## config.mk

```make
export PLATFORM = sky130hd
export DESIGN_NAME = decode_pipe_stage_flat
export DESIGN_NICKNAME = d
export VERILOG_FILES = /design/src/rtl/decode_pipe_stage_if.sv /design/src/rtl/decode_pipe_stage.sv /design/src/flat_wrapper.sv
export SDC_FILE = /design/constraint.sdc
export NUM_CORES = 2
export LEC_CHECK = 0
export BUFFER_PORTS_ARGS = -buffer_cell sky130_fd_sc_hd__clkbuf_2
export CAP_MARGIN = 20
export CORE_AREA = 2 2 436 222
export DETAILED_ROUTE_END_ITERATION = 6
export DIE_AREA = 0 0 438 224
export PLACE_DENSITY = 0.81
export SETUP_SLACK_MARGIN = 0.3
export SLEW_MARGIN = 20
export SYNTH_ARGS = -nofsm -noshare
export SYNTH_HDL_FRONTEND = slang
export SYNTH_SLANG_ARGS = --single-unit
```

## constraint.sdc

```tcl
create_clock -name clk -period 5 [get_ports clk]
set_input_delay 1 -clock clk [delete_from_list [all_inputs] [get_ports clk]]
set_output_delay 1 -clock clk [all_outputs]
set_load 0.005 [all_outputs]
```

## src/rtl/decode_pipe_stage_if.sv

```systemverilog
`default_nettype none
// ============================================================================
// Module      : decode_pipe_stage_if
// Description : Bundle of the decode stage signals: the IF/ID input handshake
//               with its payload, the writeback port, the flush, and the
//               ID/EX output handshake with its registered payload.
//               master = upstream/downstream environment, slave = the stage.
//               Optional macro DECODE_PERF_EN adds the stall_cnt and
//               bubble_cnt observation counters.
// Ports       : in_valid/in_ready/in_pc/in_instr/in_imm/in_ctrl,
//               wb_we/wb_addr/wb_data, flush,
//               out_valid/out_ready/out_pc/out_rs1_data/out_rs2_data/out_imm,
//               out_rs1_addr/out_rs2_addr/out_rd_addr/out_funct3/out_funct7/
//               out_ctrl [, stall_cnt, bubble_cnt]
// Revision    : 1.0 - initial release
// ============================================================================
interface decode_pipe_stage_if #(
    parameter int XLEN   = 32,
    parameter int CTRL_W = 16
);
    // IF/ID side
    logic              in_valid;
    logic              in_ready;
    logic [XLEN-1:0]   in_pc;
    logic [31:0]       in_instr;
    logic [XLEN-1:0]   in_imm;
    logic [CTRL_W-1:0] in_ctrl;

    // Writeback port
    logic              wb_we;
    logic [4:0]        wb_addr;
    logic [XLEN-1:0]   wb_data;

    logic              flush;

    // ID/EX side
    logic              out_valid;
    logic              out_ready;
    logic [XLEN-1:0]   out_pc;
    logic [XLEN-1:0]   out_rs1_data;
    logic [XLEN-1:0]   out_rs2_data;
    logic [XLEN-1:0]   out_imm;
    logic [4:0]        out_rs1_addr;
    logic [4:0]        out_rs2_addr;
    logic [4:0]        out_rd_addr;
    logic [2:0]        out_funct3;
    logic [6:0]        out_funct7;
    logic [CTRL_W-1:0] out_ctrl;

`ifdef DECODE_PERF_EN
    logic [31:0]       stall_cnt;
    logic [31:0]       bubble_cnt;
`endif

    modport master (
        output in_valid, in_pc, in_instr, in_imm, in_ctrl,
        output wb_we, wb_addr, wb_data, flush, out_ready,
        input  in_ready, out_valid, out_pc, out_rs1_data, out_rs2_data,
        input  out_imm, out_rs1_addr, out_rs2_addr, out_rd_addr,
        input  out_funct3, out_funct7, out_ctrl
`ifdef DECODE_PERF_EN
        , input stall_cnt, bubble_cnt
`endif
    );

    modport slave (
        input  in_valid, in_pc, in_instr, in_imm, in_ctrl,
        input  wb_we, wb_addr, wb_data, flush, out_ready,
        output in_ready, out_valid, out_pc, out_rs1_data, out_rs2_data,
        output out_imm, out_rs1_addr, out_rs2_addr, out_rd_addr,
        output out_funct3, out_funct7, out_ctrl
`ifdef DECODE_PERF_EN
        , output stall_cnt, bubble_cnt
`endif
    );
endinterface
`default_nettype wire

```

## src/rtl/decode_pipe_stage.sv

```systemverilog
`default_nettype none
// ============================================================================
// Module      : decode_pipe_stage
// Description : Decode stage between IF/ID and EX. Holds the register file
//               (with same-cycle writeback bypass), detects load-use hazards
//               and inserts one bubble, and drives a valid/ready ID/EX
//               pipeline register with flush. While the payload is held by
//               backpressure, its operand data is refreshed from writeback.
//               Optional macro DECODE_PERF_EN adds saturating stall/bubble
//               counters on the interface.
// Ports       : clk  - clock, rising edge
//               rst  - asynchronous reset, active low
//               bus  - decode_pipe_stage_if.slave (IF/ID, WB, flush, ID/EX)
// Revision    : 1.0 - initial release
// ============================================================================
module decode_pipe_stage #(
    parameter int XLEN      = 32,
    parameter int NREG      = 32,
    parameter int CTRL_W    = 16,
    parameter int MEMRD_BIT = 0
) (
    input  wire logic          clk,
    input  wire logic          rst,
    decode_pipe_stage_if.slave bus
);
    // Register index width: the low bits of each 5-bit register field.
    localparam int c_AW = $clog2(NREG);

    generate
        if ((NREG != 16) && (NREG != 32)) begin : g_bad_nreg
            $error("decode_pipe_stage: NREG must be 16 or 32");
        end
    endgenerate

    // ------------------------------------------------------------------
    // Field extraction
    // ------------------------------------------------------------------
    logic [c_AW-1:0] w_rs1_idx;
    logic [c_AW-1:0] w_rs2_idx;
    logic [c_AW-1:0] w_wb_idx;
    logic            w_wb_wr;

    assign w_rs1_idx = bus.in_instr[15 +: c_AW];
    assign w_rs2_idx = bus.in_instr[20 +: c_AW];
    assign w_wb_idx  = bus.wb_addr[c_AW-1:0];
    // Index 0 is x0: never written, even when a 16-entry file aliases x16.
    assign w_wb_wr   = bus.wb_we && (w_wb_idx != '0);

    // ------------------------------------------------------------------
    // Register file
    // ------------------------------------------------------------------
    logic [XLEN-1:0] r_rf [NREG];

    always_ff @(posedge clk or negedge rst) begin
        if (!rst) begin
            for (int i = 0; i < NREG; i++) begin
                r_rf[i] <= '0;
            end
        end else if (w_wb_wr) begin
            r_rf[w_wb_idx] <= bus.wb_data;
        end
    end

    // Combinational reads with write-through bypass of the current writeback.
    logic [XLEN-1:0] w_rs1_data;
    logic [XLEN-1:0] w_rs2_data;

    always_comb begin
        w_rs1_data = '0;
        if (w_rs1_idx != '0) begin
            if (w_wb_wr && (w_wb_idx == w_rs1_idx)) begin
                w_rs1_data = bus.wb_data;
            end else begin
                w_rs1_data = r_rf[w_rs1_idx];
            end
        end
    end

    always_comb begin
        w_rs2_data = '0;
        if (w_rs2_idx != '0) begin
            if (w_wb_wr && (w_wb_idx == w_rs2_idx)) begin
                w_rs2_data = bus.wb_data;
            end else begin
                w_rs2_data = r_rf[w_rs2_idx];
            end
        end
    end

    // ------------------------------------------------------------------
    // ID/EX register state
    // ------------------------------------------------------------------
    logic              r_valid;
    logic [XLEN-1:0]   r_pc;
    logic [XLEN-1:0]   r_rs1_data;
    logic [XLEN-1:0]   r_rs2_data;
    logic [XLEN-1:0]   r_imm;
    logic [4:0]        r_rs1_addr;
    logic [4:0]        r_rs2_addr;
    logic [4:0]        r_rd_addr;
    logic [2:0]        r_funct3;
    logic [6:0]        r_funct7;
    logic [CTRL_W-1:0] r_ctrl;

    // ------------------------------------------------------------------
    // Handshake and hazard
    // ------------------------------------------------------------------
    logic            w_load_en;
    logic            w_hazard;
    logic            w_in_ready;
    logic [c_AW-1:0] w_rd_idx;
    logic            w_rs1_refresh;
    logic            w_rs2_refresh;

    assign w_rd_idx  = r_rd_addr[c_AW-1:0];
    assign w_load_en = !r_valid || bus.out_ready;

    // A load sitting in ID/EX whose destination is a source of the incoming
    // instruction: its data is not available until one cycle later.
    assign w_hazard  = r_valid && r_ctrl[MEMRD_BIT] && (w_rd_idx != '0) && bus.in_valid
                       && ((w_rd_idx == w_rs1_idx) || (w_rd_idx == w_rs2_idx));

    assign w_in_ready = w_load_en && !w_hazard && !bus.flush;

    // Held operands track writebacks so EX never consumes stale data.
    assign w_rs1_refresh = w_wb_wr && (w_wb_idx == r_rs1_addr[c_AW-1:0]);
    assign w_rs2_refresh = w_wb_wr && (w_wb_idx == r_rs2_addr[c_AW-1:0]);

    always_ff @(posedge clk or negedge rst) begin
        if (!rst) begin
            r_valid    <= 1'b0;
            r_pc       <= '0;
            r_rs1_data <= '0;
            r_rs2_data <= '0;
            r_imm      <= '0;
            r_rs1_addr <= '0;
            r_rs2_addr <= '0;
            r_rd_addr  <= '0;
            r_funct3   <= '0;
            r_funct7   <= '0;
            r_ctrl     <= '0;
        end else if (bus.flush) begin
            r_valid <= 1'b0;
            r_ctrl  <= '0;
        end else if (w_load_en) begin
            if (w_hazard || !bus.in_valid) begin
                // Bubble (hazard) or empty slot: ctrl is kept zero while invalid.
                r_valid <= 1'b0;
                r_ctrl  <= '0;
            end else begin
                r_valid    <= 1'b1;
                r_pc       <= bus.in_pc;
                r_rs1_data <= w_rs1_data;
                r_rs2_data <= w_rs2_data;
                r_imm      <= bus.in_imm;
                r_rs1_addr <= bus.in_instr[19:15];
                r_rs2_addr <= bus.in_instr[24:20];
                r_rd_addr  <= bus.in_instr[11:7];
                r_funct3   <= bus.in_instr[14:12];
                r_funct7   <= bus.in_instr[31:25];
                r_ctrl     <= bus.in_ctrl;
            end
        end else begin
            if (w_rs1_refresh) begin
                r_rs1_data <= bus.wb_data;
            end
            if (w_rs2_refresh) begin
                r_rs2_data <= bus.wb_data;
            end
        end
    end

    assign bus.in_ready     = w_in_ready;
    assign bus.out_valid    = r_valid;
    assign bus.out_pc       = r_pc;
    assign bus.out_rs1_data = r_rs1_data;
    assign bus.out_rs2_data = r_rs2_data;
    assign bus.out_imm      = r_imm;
    assign bus.out_rs1_addr = r_rs1_addr;
    assign bus.out_rs2_addr = r_rs2_addr;
    assign bus.out_rd_addr  = r_rd_addr;
    assign bus.out_funct3   = r_funct3;
    assign bus.out_funct7   = r_funct7;
    assign bus.out_ctrl     = r_ctrl;

    // Opcode bits and (for a 16-entry file) the top address bit are not decoded here.
    wire logic w_unused = &{1'b0, bus.in_instr[6:0], bus.wb_addr};

`ifdef DECODE_PERF_EN
    // ------------------------------------------------------------------
    // Saturating performance counters (flush does not clear them)
    // ------------------------------------------------------------------
    localparam logic [31:0] c_CNT_MAX = 32'hFFFF_FFFF;

    logic [31:0] r_stall_cnt;
    logic [31:0] r_bubble_cnt;

    always_ff @(posedge clk or negedge rst) begin
        if (!rst) begin
            r_stall_cnt  <= '0;
            r_bubble_cnt <= '0;
        end else begin
            if (bus.in_valid && !w_in_ready && (r_stall_cnt != c_CNT_MAX)) begin
                r_stall_cnt <= r_stall_cnt + 32'd1;
            end
            if (!bus.flush && w_load_en && w_hazard && (r_bubble_cnt != c_CNT_MAX)) begin
                r_bubble_cnt <= r_bubble_cnt + 32'd1;
            end
        end
    end

    assign bus.stall_cnt  = r_stall_cnt;
    assign bus.bubble_cnt = r_bubble_cnt;
`endif

endmodule
`default_nettype wire

```

## src/flat_wrapper.sv

```systemverilog
// flat-port wrapper written by rule: the top's interface ports become plain ports
module decode_pipe_stage_flat 
#(
    parameter int XLEN      = 32,
    parameter int NREG      = 32,
    parameter int CTRL_W    = 16,
    parameter int MEMRD_BIT = 0
)
  (clk, rst, bus_in_valid, bus_in_pc, bus_in_instr, bus_in_imm, bus_in_ctrl, bus_wb_we, bus_wb_addr, bus_wb_data, bus_flush, bus_out_ready, bus_in_ready, bus_out_valid, bus_out_pc, bus_out_rs1_data, bus_out_rs2_data, bus_out_imm, bus_out_rs1_addr, bus_out_rs2_addr, bus_out_rd_addr, bus_out_funct3, bus_out_funct7, bus_out_ctrl);
  decode_pipe_stage_if #(.XLEN(XLEN), .CTRL_W(CTRL_W)) bus_i ();
  input  wire logic clk;
  input  wire logic rst;
  input wire logic [$bits(bus_i.in_valid)-1:0] bus_in_valid;
  input wire logic [$bits(bus_i.in_pc)-1:0] bus_in_pc;
  input wire logic [$bits(bus_i.in_instr)-1:0] bus_in_instr;
  input wire logic [$bits(bus_i.in_imm)-1:0] bus_in_imm;
  input wire logic [$bits(bus_i.in_ctrl)-1:0] bus_in_ctrl;
  input wire logic [$bits(bus_i.wb_we)-1:0] bus_wb_we;
  input wire logic [$bits(bus_i.wb_addr)-1:0] bus_wb_addr;
  input wire logic [$bits(bus_i.wb_data)-1:0] bus_wb_data;
  input wire logic [$bits(bus_i.flush)-1:0] bus_flush;
  input wire logic [$bits(bus_i.out_ready)-1:0] bus_out_ready;
  output wire logic [$bits(bus_i.in_ready)-1:0] bus_in_ready;
  output wire logic [$bits(bus_i.out_valid)-1:0] bus_out_valid;
  output wire logic [$bits(bus_i.out_pc)-1:0] bus_out_pc;
  output wire logic [$bits(bus_i.out_rs1_data)-1:0] bus_out_rs1_data;
  output wire logic [$bits(bus_i.out_rs2_data)-1:0] bus_out_rs2_data;
  output wire logic [$bits(bus_i.out_imm)-1:0] bus_out_imm;
  output wire logic [$bits(bus_i.out_rs1_addr)-1:0] bus_out_rs1_addr;
  output wire logic [$bits(bus_i.out_rs2_addr)-1:0] bus_out_rs2_addr;
  output wire logic [$bits(bus_i.out_rd_addr)-1:0] bus_out_rd_addr;
  output wire logic [$bits(bus_i.out_funct3)-1:0] bus_out_funct3;
  output wire logic [$bits(bus_i.out_funct7)-1:0] bus_out_funct7;
  output wire logic [$bits(bus_i.out_ctrl)-1:0] bus_out_ctrl;
  assign bus_i.in_valid = bus_in_valid;
  assign bus_i.in_pc = bus_in_pc;
  assign bus_i.in_instr = bus_in_instr;
  assign bus_i.in_imm = bus_in_imm;
  assign bus_i.in_ctrl = bus_in_ctrl;
  assign bus_i.wb_we = bus_wb_we;
  assign bus_i.wb_addr = bus_wb_addr;
  assign bus_i.wb_data = bus_wb_data;
  assign bus_i.flush = bus_flush;
  assign bus_i.out_ready = bus_out_ready;
  assign bus_in_ready = bus_i.in_ready;
  assign bus_out_valid = bus_i.out_valid;
  assign bus_out_pc = bus_i.out_pc;
  assign bus_out_rs1_data = bus_i.out_rs1_data;
  assign bus_out_rs2_data = bus_i.out_rs2_data;
  assign bus_out_imm = bus_i.out_imm;
  assign bus_out_rs1_addr = bus_i.out_rs1_addr;
  assign bus_out_rs2_addr = bus_i.out_rs2_addr;
  assign bus_out_rd_addr = bus_i.out_rd_addr;
  assign bus_out_funct3 = bus_i.out_funct3;
  assign bus_out_funct7 = bus_i.out_funct7;
  assign bus_out_ctrl = bus_i.out_ctrl;
  decode_pipe_stage #(.XLEN(XLEN), .NREG(NREG), .CTRL_W(CTRL_W), .MEMRD_BIT(MEMRD_BIT)) u_core (.clk(clk), .rst(rst), .bus(bus_i));
endmodule
```

==> results.cfg <==
[run_status]
failed_checks = DRC
run_status = complete, but fails checks

[route]
drt-total-wl_mm = 200
ant_nets = 0
vias = 45200
dr.pass1.iters = 7
routed_wire_length_per_instance_um = 33.1
drc = 14
vias_per_cell = 7.46
drt_first_iter_violations = 6905

[floorplanning]
die_h_um = 224
floorplan.die.width_um = 438
floorplan.die_area_um2 = 98100
design.core.area_um2 = 94300
placement_rows = 80
initial_utilization = 0.643
boundaryPins = 326

[setup_path]
r2r_slack_ps = 1860
rr_endpoint = u_core.bus.out_rs2_data[27]
timing.critical_path.required_ps = 4000
worst_r2r_startpoint = u_core.bus.out_valid
critical_path.startpoint_type = input pin
maximum_cell_stage_delay_along_the_critical_path_ps = 460
timing_startpoint_of_the_critical_path = bus_in_instr[19]
cpMaxStageDelayCell = buf_4
critPathMostFrequentCell = buf_4
critical_path_peak_fanout = 20
cp.arrival_ps = 2840
cp_capture_point = bus_in_ready
r2r.worst_path.cells = 6
timing.setup.critical_path_class = input pin to primary output
path_cells = buf_4 > buf_4 > xor2_1 > nor3_1 > a22oi_1 > o21a_1 > clkbuf_2
worstSetupEndpointType = primary output

[sta]
fin_worst_hold_slack_ps = 221
relative_slew_slack = 0.205
final-setup-viol-count = 0
timing.fmax_mhz = 260
tightest_slew_ps = 1190
totalNegativeSetupSlack_ps = 0
rsz0062_at_grt = no
drv_slew = 0
fin_crit_sh = 0.769
fin_crit_ps = 3840
final_hold_violation_count = 0
finClkSkew_ps = 26.3

[final_layout]
utilization = 0.711
syn2layout_area_growth_pct = 10.6
layout.cell_area.non_filler_um2 = 67100
drive_above_1_share = 0.390
nets = 4846

[global_routing]
initial_antenna_violation_count = 12
grt_start_max_net_pins = 126
grt.overflow.total = 0
all_layer_global_routing_usage = 0.414
grt_pass1_wl_mm = 297
grt_pass1_vias = 44900

[synthesis]
postSynth.asyncResetShare = 1.00
synth_ff_type = dfrtp_1
synth.net_count = 4805
post_synth_instance_area_um2 = 60700
ys_seq_area_frac = 0.493
synthesis.instances = 4650
yosysUniqueCellTypes = 48
synthesis.yosys.warnings = 0
syn-mean-instance-area_um2 = 13.0
postSynthRegisterBits = 1194
synth_edf_count = 0

[job]
max_cap_violations = 0

[clock_network]
post_cts_resized = 0
clock_tree.htree_level_count = 3
cts-root-to-sink-buffers = 3
cts.reportedPaths.clkPinSlew_ps = 70
tritoncts.num_buffers = 105
cts_tree = yes
cts.root.buffer_cell = clkbuf_16
tritoncts_num_sinks = 1194
cts-hold-fix-buffers = 0
clock_latency_ps = 750
postCtsSetupBuffers = 0

[pwr]
total_leakage_power_nw = 29.3
power.density_nw_per_um2 = 401
worst_ir_drop_vdd_mv = 0.330

[placed_design]
detailed_place_hpwl_mm = 119
detailed_place.area_um2 = 63500
io_buffers = 318
globalplace.congestion = 0.933

[worst_hold_path]
min_path_type = input pin to asynchronous set/reset pin
==> cells by family (layout without fill, tap and decap cells) <==
family	count (synthesis)	after routing	share of synthesized area
muxes	1310	1310	0.328
DFF	1194	1194	0.493
AOI/OAI and AO/OA	856	856	0.0867
and+or+nand+nor	706	706	0.0489
buffers and inverters	554	675	0.0390
xor gates and xnor gates	30	30	0.00433
other	0	10	0
==> state kept, by name (all words and copies together) (netlist names) <==
name                     flops
u_core.bus.out_valid         1
u_core.bus.out_imm          32
u_core.bus.out_rs2_data     32
u_core.r_rf               1024
u_core.bus.out_pc           32
u_core.bus.out_ctrl         16
u_core.bus.out_rs1_data     32
u_core.bus.out_rs1_addr      5
u_core.bus.out_rd_addr       5
u_core.bus.out_funct7        7
u_core.bus.out_rs2_addr      5
u_core.bus.out_funct3        3
==> critical path, delay by kind of cell <==
kind | cells | cell delay, ps
buf+inv | 3 | 940
xor+xnor | 1 | 190
simple gates | 1 | 70
compound gates | 2 | 640
==> synth_stat cells, drive strengths merged, types with 4 or more instances <==
| library cell | n | area [um^2] |
|---|---|---|
| dfrtp | 1194 | 29900 |
| a22o | 16 | 140 |
| o21ai | 478 | 2400 |
| a311oi | 5 | 43.8 |
| o211ai | 9 | 67.6 |
| nand2b | 13 | 81.3 |
| o221ai | 27 | 236 |
| o31ai | 37 | 278 |
| nor2 | 59 | 221 |
| buf | 212 | 1080 |
| nor2b | 11 | 68.8 |
| mux4 | 472 | 10600 |
| mux2 | 726 | 8180 |
| nand3 | 60 | 300 |
| and2 | 6 | 37.5 |
| nand2 | 459 | 1720 |
| a221oi | 26 | 228 |
| clkbuf | 308 | 1160 |
| inv | 34 | 128 |
| o22a | 6 | 52.6 |
| nand4 | 12 | 75.1 |
| nor3 | 76 | 390 |
| mux2i | 112 | 1120 |
| a22oi | 155 | 1160 |
| a211oi | 24 | 180 |
| xor2 | 28 | 245 |
| a31oi | 65 | 407 |
| nor4 | 4 | 25.0 |
==> cell type report <==
type	instances	area (um^2)
fillers	6087	27200
multi-input cells	2902	28800
repair buffers	454	3110
clock buffers	156	3070
flip-flops and latches	1194	29900
clock inverters	31	490
well taps	1271	1590
diodes	10	25.0
inverters	34	128
==> cell usage in the layout (no fill, tap or decap), types with 5 or more instances in the layout <==
cell type | synthesis | final
a211oi_1 | 24 | 24
a221oi_1 | 26 | 26
a22o_1 | 16 | 16
a22oi_1 | 155 | 155
a311oi_1 | 5 | 5
a31oi_1 | 65 | 64
buf_12 | 0 | 35
buf_4 | 13 | 103
bufinv_16 | 0 | 11
clkbuf_1 | 308 | 27
clkbuf_16 | 0 | 106
clkbuf_2 | 0 | 309
clkbuf_8 | 0 | 24
clkinv_2 | 0 | 10
dfrtp_1 | 1194 | 1194
diode_2 | 0 | 10
inv_1 | 33 | 33
mux2_1 | 10 | 10
mux2_2 | 716 | 716
mux2i_1 | 112 | 112
mux4_2 | 472 | 472
nand2_1 | 459 | 446
nand2_2 | 0 | 7
nand2_4 | 0 | 5
nand2b_1 | 13 | 12
nand3_1 | 60 | 57
nand4_1 | 12 | 12
nor2_1 | 59 | 44
nor2_4 | 0 | 15
nor2b_4 | 0 | 7
nor3_1 | 74 | 71
o211ai_1 | 9 | 9
o21ai_0 | 477 | 477
o221ai_1 | 27 | 27
o22a_1 | 6 | 6
o31ai_1 | 37 | 37
xor2_1 | 28 | 28
==> through the flow <==
| step | std cells | total power [mW] | worst slack (ps) |
|---|---|---|---|
| after floorplan | 4650 | 16.2 | 2200 |
| after global placement | 5855 | 17.8 | 1100 |
| after detailed placement | 5855 | 18.2 | 1070 |
| after CTS | 6042 | 26.7 | 1270 |
| after global routing | 6047 | 27.8 | 1190 |
| final | 6052 | 26.9 | 1160 |
==> where the power goes <==
group | internal [mW] | leakage [nW] | switching (mW)
combinational | 2.93 | 12.2 | 2.39
sequential | 11.4 | 15.3 | 1.51
clock | 4.82 | 1.74 | 3.84
==> worst min-delay path by stage <==
stage,end
final,u_core.bus.out_ctrl[15]
after global routing,u_core.bus.out_ctrl[15]
after CTS,u_core.bus.out_ctrl[15]
after detailed placement,u_core.r_rf[1015]
after global placement,u_core.r_rf[1012]
after floorplan,u_core.r_rf[1000]
==> layer usage <==
| layer | share of wire | up-vias | track usage | wire, um |
|---|---|---|---|---|
| met5 | 0.00024 | - | 0 | 49 |
| met4 | 0.057 | 8 | 0.199 | 11400 |
| met3 | 0.17 | 839 | 0.204 | 33600 |
| met2 | 0.42 | 3834 | 0.563 | 83400 |
| met1 | 0.36 | 23000 | 0.556 | 71900 |
| li1 | - | 17500 | - | - |
(Power assumes the default switching activity.)
